### src/rtl/arm_ex_pkg.sv
// Shared definitions for the ARM execute stage: condition codes, data-processing
// opcodes, NZCV bit positions and the condition evaluator.
package arm_ex_pkg;

  typedef enum logic [3:0] {
    COND_EQ = 4'h0, COND_NE = 4'h1, COND_CS = 4'h2, COND_CC = 4'h3,
    COND_MI = 4'h4, COND_PL = 4'h5, COND_VS = 4'h6, COND_VC = 4'h7,
    COND_HI = 4'h8, COND_LS = 4'h9, COND_GE = 4'hA, COND_LT = 4'hB,
    COND_GT = 4'hC, COND_LE = 4'hD, COND_AL = 4'hE, COND_NV = 4'hF
  } cond_t;

  typedef enum logic [3:0] {
    OP_AND = 4'h0, OP_EOR = 4'h1, OP_SUB = 4'h2, OP_RSB = 4'h3,
    OP_ADD = 4'h4, OP_ADC = 4'h5, OP_SBC = 4'h6, OP_RSC = 4'h7,
    OP_TST = 4'h8, OP_TEQ = 4'h9, OP_CMP = 4'hA, OP_CMN = 4'hB,
    OP_ORR = 4'hC, OP_MOV = 4'hD, OP_BIC = 4'hE, OP_MVN = 4'hF
  } dp_op_t;

  localparam int unsigned FLAG_N = 3;
  localparam int unsigned FLAG_Z = 2;
  localparam int unsigned FLAG_C = 1;
  localparam int unsigned FLAG_V = 0;

  function automatic logic condpass(input logic [3:0] cond, input logic [3:0] nzcv);
    logic n, z, c, v;
    n = nzcv[FLAG_N];
    z = nzcv[FLAG_Z];
    c = nzcv[FLAG_C];
    v = nzcv[FLAG_V];
    case (cond)
      COND_EQ: condpass = z;
      COND_NE: condpass = ~z;
      COND_CS: condpass = c;
      COND_CC: condpass = ~c;
      COND_MI: condpass = n;
      COND_PL: condpass = ~n;
      COND_VS: condpass = v;
      COND_VC: condpass = ~v;
      COND_HI: condpass = c & ~z;
      COND_LS: condpass = ~c | z;
      COND_GE: condpass = (n == v);
      COND_LT: condpass = (n != v);
      COND_GT: condpass = ~z & (n == v);
      COND_LE: condpass = z | (n != v);
      COND_AL: condpass = 1'b1;
      default: condpass = 1'b0;
    endcase
  endfunction

endpackage

### src/rtl/alu_core.sv
// Combinational ARM data-processing ALU producing the result and the NZCV
// value that instruction would write.
module alu_core
  import arm_ex_pkg::*;
(
  input  logic [31:0] a,
  input  logic [31:0] b,
  input  logic [3:0]  opcode,
  input  logic        carry_in,
  input  logic        overflow_in,
  output logic [31:0] result,
  output logic [3:0]  nzcv_next
);

  logic [31:0] x, y;
  logic        cin;
  logic        arith;
  logic [32:0] sum;

  // Every arithmetic op is x + y + cin; subtracts invert one operand so the
  // adder carry-out is directly ARM's NOT-borrow.
  always_comb begin
    x      = a;
    y      = b;
    cin    = 1'b0;
    arith  = 1'b1;
    result = '0;
    case (opcode)
      OP_AND, OP_TST: begin result = a & b;  arith = 1'b0; end
      OP_EOR, OP_TEQ: begin result = a ^ b;  arith = 1'b0; end
      OP_ORR:         begin result = a | b;  arith = 1'b0; end
      OP_MOV:         begin result = b;      arith = 1'b0; end
      OP_BIC:         begin result = a & ~b; arith = 1'b0; end
      OP_MVN:         begin result = ~b;     arith = 1'b0; end
      OP_SUB, OP_CMP: begin y = ~b; cin = 1'b1; end
      OP_RSB:         begin x = b; y = ~a; cin = 1'b1; end
      OP_ADC:         cin = carry_in;
      OP_SBC:         begin y = ~b; cin = carry_in; end
      OP_RSC:         begin x = b; y = ~a; cin = carry_in; end
      default:        cin = 1'b0;
    endcase
    sum = {1'b0, x} + {1'b0, y} + {32'b0, cin};
    if (arith) result = sum[31:0];
    nzcv_next[FLAG_N] = result[31];
    nzcv_next[FLAG_Z] = (result == '0);
    nzcv_next[FLAG_C] = arith ? sum[32] : carry_in;
    nzcv_next[FLAG_V] = arith ? ((x[31] == y[31]) && (result[31] != x[31])) : overflow_in;
  end

endmodule

### src/rtl/execute_stage.sv
// ARM EX stage: condition check, ALU, load/store address generation and branch
// resolution, all registered into the EX/MEM boundary; owns CPSR NZCV.
module execute_stage
  import arm_ex_pkg::*;
#(
  parameter int unsigned BRANCH_SHADOW = 2
) (
  input  logic        clk,
  input  logic        reset,
  input  logic        stall,
  input  logic        in_valid,
  input  logic [31:0] data1,
  input  logic [31:0] data2,
  input  logic [31:0] imm32,
  input  logic        use_imm,
  input  logic [31:0] store_val,
  input  logic [4:0]  opcode,
  input  logic [3:0]  cond,
  input  logic        set_flags,
  input  logic [3:0]  rd,
  input  logic [3:0]  rn,
  input  logic        is_branch,
  input  logic        link,
  input  logic [23:0] branch_off,
  input  logic [31:0] pc_plus8,
  input  logic        is_mem,
  input  logic        load_store,
  input  logic        pre_post,
  input  logic        up_down,
  input  logic        byte_word,
  input  logic        write_back,
  output logic        out_valid,
  output logic [31:0] alu_result,
  output logic [3:0]  rd_out,
  output logic        reg_write,
  output logic [31:0] mem_addr,
  output logic [31:0] store_data,
  output logic        mem_read,
  output logic        mem_write,
  output logic        mem_byte,
  output logic        base_wb_en,
  output logic [31:0] base_wb_val,
  output logic [3:0]  base_reg,
  output logic        branch_taken,
  output logic [31:0] branch_target,
  output logic [3:0]  flags
);

  localparam logic [1:0] SHADOW_INIT = BRANCH_SHADOW[1:0];

  logic [1:0]  shadow;
  logic        squashing;
  logic        exec;
  logic        is_compare;
  logic [31:0] op2;
  logic [31:0] calc;
  logic [31:0] br_target;
  logic [31:0] alu_out;
  logic [3:0]  alu_flags;

  assign squashing  = (shadow != 2'd0);
  assign exec       = in_valid & ~stall & ~squashing & condpass(cond, flags);
  assign is_compare = (opcode[3:2] == 2'b10);
  assign op2        = use_imm ? imm32 : data2;
  assign calc       = up_down ? (data1 + op2) : (data1 - op2);
  assign br_target  = pc_plus8 + {{6{branch_off[23]}}, branch_off, 2'b00};

  alu_core u_alu (
    .a           (data1),
    .b           (op2),
    .opcode      (opcode[3:0]),
    .carry_in    (flags[FLAG_C]),
    .overflow_in (flags[FLAG_V]),
    .result      (alu_out),
    .nzcv_next   (alu_flags)
  );

  always_ff @(posedge clk) begin
    if (reset) begin
      out_valid     <= 1'b0;
      alu_result    <= '0;
      rd_out        <= '0;
      reg_write     <= 1'b0;
      mem_addr      <= '0;
      store_data    <= '0;
      mem_read      <= 1'b0;
      mem_write     <= 1'b0;
      mem_byte      <= 1'b0;
      base_wb_en    <= 1'b0;
      base_wb_val   <= '0;
      base_reg      <= '0;
      branch_taken  <= 1'b0;
      branch_target <= '0;
      flags         <= '0;
      shadow        <= '0;
    end else if (!stall) begin
      out_valid     <= exec;
      alu_result    <= alu_out;
      rd_out        <= rd;
      reg_write     <= 1'b0;
      mem_addr      <= pre_post ? calc : data1;
      store_data    <= store_val;
      mem_read      <= 1'b0;
      mem_write     <= 1'b0;
      mem_byte      <= 1'b0;
      base_wb_en    <= 1'b0;
      base_wb_val   <= calc;
      base_reg      <= rn;
      branch_taken  <= 1'b0;
      branch_target <= br_target;
      if (in_valid && squashing) shadow <= shadow - 2'd1;
      if (exec) begin
        if (is_branch) begin
          branch_taken <= 1'b1;
          shadow       <= SHADOW_INIT;
          if (link) begin
            reg_write  <= 1'b1;
            rd_out     <= 4'd14;
            alu_result <= pc_plus8 - 32'd4;
          end
        end else if (is_mem) begin
          mem_read   <= load_store;
          mem_write  <= ~load_store;
          mem_byte   <= byte_word;
          base_wb_en <= write_back | ~pre_post;
          reg_write  <= load_store;
        end else if (!opcode[4]) begin
          reg_write <= ~is_compare;
          if (set_flags || is_compare) flags <= alu_flags;
        end
      end
    end
  end

endmodule

### config.mk
export PLATFORM = sky130hd
export DESIGN_NAME = execute_stage
export DESIGN_NICKNAME = d
export VERILOG_FILES = /design/src/rtl/arm_ex_pkg.sv /design/src/rtl/alu_core.sv /design/src/rtl/execute_stage.sv
export SDC_FILE = /design/constraint.sdc
export NUM_CORES = 1
export LEC_CHECK = 0
export ABC_AREA = 1
export BUFFER_PORTS_ARGS = -buffer_cell sky130_fd_sc_hd__buf_2
export CELL_PAD_IN_SITES_DETAIL_PLACEMENT = 1
export CELL_PAD_IN_SITES_GLOBAL_PLACEMENT = 1
export CORE_MARGIN = 2
export CORE_UTILIZATION = 35
export DETAILED_ROUTE_END_ITERATION = 7
export MAX_ROUTING_LAYER = met4
export PLACE_DENSITY_LB_ADDON = 0.1
export SYNTH_ARGS = -nofsm -noshare
export SYNTH_HDL_FRONTEND = slang
export SYNTH_HIERARCHICAL = 1
export SYNTH_SLANG_ARGS = --single-unit
### constraint.sdc
create_clock -name clk -period 6.2 [get_ports clk]
set_input_delay 0.93 -clock clk [delete_from_list [all_inputs] [get_ports clk]]
set_output_delay 0.93 -clock clk [all_outputs]
set_load 0.005 [all_outputs]
==> qor.yml <==
yosysWarningCount: 6
initialDrtViolationCount: 1643
cts_tree: "yes"
cpPeakStageDelay_ps: 580
ctsHoldBuffers: 0
nets: 4069
first_global_vias: 23661
status: "complete, no violations"
hold_viol: 0
fillers: 7784
initial_core_util: 0.355
cts_max_level: 4
hold_end: "mem_write"
drc: 0
ys_ff_latch: 181
fin_crit_sh: 0.815
vias: 23989
p_leak_nw: 12.3
cts_root_buffer: "clkbuf_16"
pwr_density_cell_nw_per_um2: 211
dieWidth_um: 241
track_usage: 0.333
worst_setup_path_start_kind: "input pin"
mostFrequentLayoutCells: "nand2_1, nor2_1, inv_1, buf_2, o21ai_0"
die_area_um2: 57900
rr_endpoint: "flags[2]"
cts_buffers: 17
worst_skew_pair.late_latency_ps: 490
clock-sinks: 181
crit_fanout: 34
wl_per_cell_um: 21.4
grt_setup_unrepaired: "no"
grt_first_pass_wirelength_um: 142000
viasPerCell: 5.35
cts_setup_buffers: 0
clock_path_buffers: 2
critPathSlowestCell: "buf_2"
ys_seq_area_frac: 0.185
holdCritPathClass: "reg2reg"
syn_to_final_growth_pct: 15.5
syn_avg_cell_area_um2: 5.73
holdCritStartpoint: "mem_write"
fmax_mhz: 198
path_clk_slew_ps: 80
synth_fp_nets: 3773
fin_util: 0.410
slew_viol_final: 0
final_cells: 4484
drive_above_1_share: 0.153
crit_arrival_ps: 5470
dp_slack_ps: 711
crit_path_end_kind: "register"
io_buffers: 393
rr_startpoint: "flags[1]"
fin_ws_ps: 1150
fin_skew_ps: 11.4
max-cap-violations: 0
dr.pass1.iters: 5
critical_path_required_ps: 6620
rr_worst_depth: 21
final_common_cell: "nand2_1"
synth_cell_types: 53
pin_count: 394
crit_type: "in2reg"
postRouteWirelength_um: 96100
min_path_cells: 2
dp.cells: 4446
relSlewSlack: 0.221
antenna_found_initial: 7
num_rows: 86
synthesis.area_um2: 19600
final-setup-viol-count: 0
chipHeight_um: 241
finalSetupTns_ps: 0
r2r_setup_slack_ps: 2460
peakVddDrop_mv: 0.215
place_congestion: 0.987
final_area_um2: 22700
crit_top_cell: "nand2_1"
overflow: 0
hpwl_um: 79100
finalCriticalPeriod_ps: 5050
synthCells: 3421
critPathLaunch: "use_imm"
ant_nets: 0
cts.repair.resized: 0
coreArea_um2: 55200
place_area_um2: 22000
worst_slew_pin_slew_ps: 1170
grt_max_degree: 88
==> worst max-delay path by stage <==
stage / depth (start not counted) / to / slack [ps]
after global placement: 27 / flags[2] / 820
after global routing: 27 / flags[2] / 790
final: 27 / flags[2] / 1150
after floorplan: 27 / flags[2] / 2010
after CTS: 27 / flags[2] / 1190
after detailed placement: 27 / flags[2] / 710
==> final cells by class <==
type / count / area, µm² / share of cell area
multi-input combinational: 2636 / 13600 / 0.599
sequential: 181 / 3620 / 0.160
timing repair buffer: 409 / 2100 / 0.0929
inverter: 472 / 1780 / 0.0788
tap: 748 / 936 / 0.0413
clock buffer: 17 / 425 / 0.0188
clock inverter: 15 / 193 / 0.00851
antenna: 6 / 15.0 / 0.000663
==> per-stage QoR <==
step                      hold WS (ps)  total power (W)
after global placement             453          0.00356
after global routing               488          0.00511
final                              471          0.00479
after floorplan                    462          0.00274
after detailed placement           461          0.00361
after CTS                          474          0.00480
==> kinds of logic (layout without fill, tap and decap cells) <==
| kind of cell | count (synthesis) | count (layout) | share of synthesized area |
|---|---|---|---|
| mux | 2 | 2 | 0.00102 |
| fa+ha+maj | 137 | 137 | 0.0890 |
| buf+inv | 604 | 913 | 0.123 |
| compound gates | 600 | 600 | 0.172 |
| other cells | 0 | 6 | 0 |
| simple gates | 1795 | 1795 | 0.384 |
| flops | 181 | 181 | 0.185 |
| xor+xnor | 102 | 102 | 0.0456 |
==> cell usage after synthesis, drive strengths merged <==
library cell / count / share of area
nand3: 182 / 0.047
a211o: 1 / 0.00045
xnor2: 29 / 0.013
clkinv: 2 / 0.00038
nor4: 5 / 0.0016
o22ai: 35 / 0.011
mux2i: 2 / 0.0010
nand3b: 17 / 0.0065
a31oi: 6 / 0.0019
o221ai: 1 / 0.00045
o2111ai: 9 / 0.0040
xor2: 73 / 0.033
buf: 52 / 0.017
a21boi: 4 / 0.0015
ha: 133 / 0.085
and3: 1 / 0.00032
nand2: 989 / 0.20
a21o: 12 / 0.0046
a21oi: 197 / 0.050
nor2: 504 / 0.10
or2: 9 / 0.0029
o211ai: 23 / 0.0088
o21a: 1 / 0.00038
nor3: 29 / 0.0079
a31o: 31 / 0.014
inv: 470 / 0.090
clkbuf: 80 / 0.015
and2: 3 / 0.00096
fa: 4 / 0.0041
o31ai: 3 / 0.0014
o21ai: 262 / 0.067
dfxtp: 181 / 0.18
or3: 1 / 0.00032
o21bai: 12 / 0.0046
a211oi: 3 / 0.0011
nand4: 55 / 0.018
==> worst max-delay path, delay by kind of cell <==
family	cells	cell delay, ps
fa+ha+maj	2	660
buf+inv	5	1320
simple gates	18	2160
compound gates	2	340
==> layer usage <==
layer | GRT usage | vias up | wire, µm
li1 | - | 11559 | -
met1 | 0.439 | 11630 | 44300
met2 | 0.534 | 681 | 44200
met3 | 0.0392 | 119 | 5030
met4 | 0.101 | 0 | 2520
met5 | - | - | 0
==> power breakdown <==
group | internal [W] | leakage, nW | total, W | switching, W
Sequential | 0.00127 | 1.50 | 0.00134 | 0.0000644
Clock | 0.000581 | 0.298 | 0.00118 | 0.000596
Combinational | 0.000722 | 10.5 | 0.00228 | 0.00155
No activity file was read; power rests on OpenSTA's default activity.
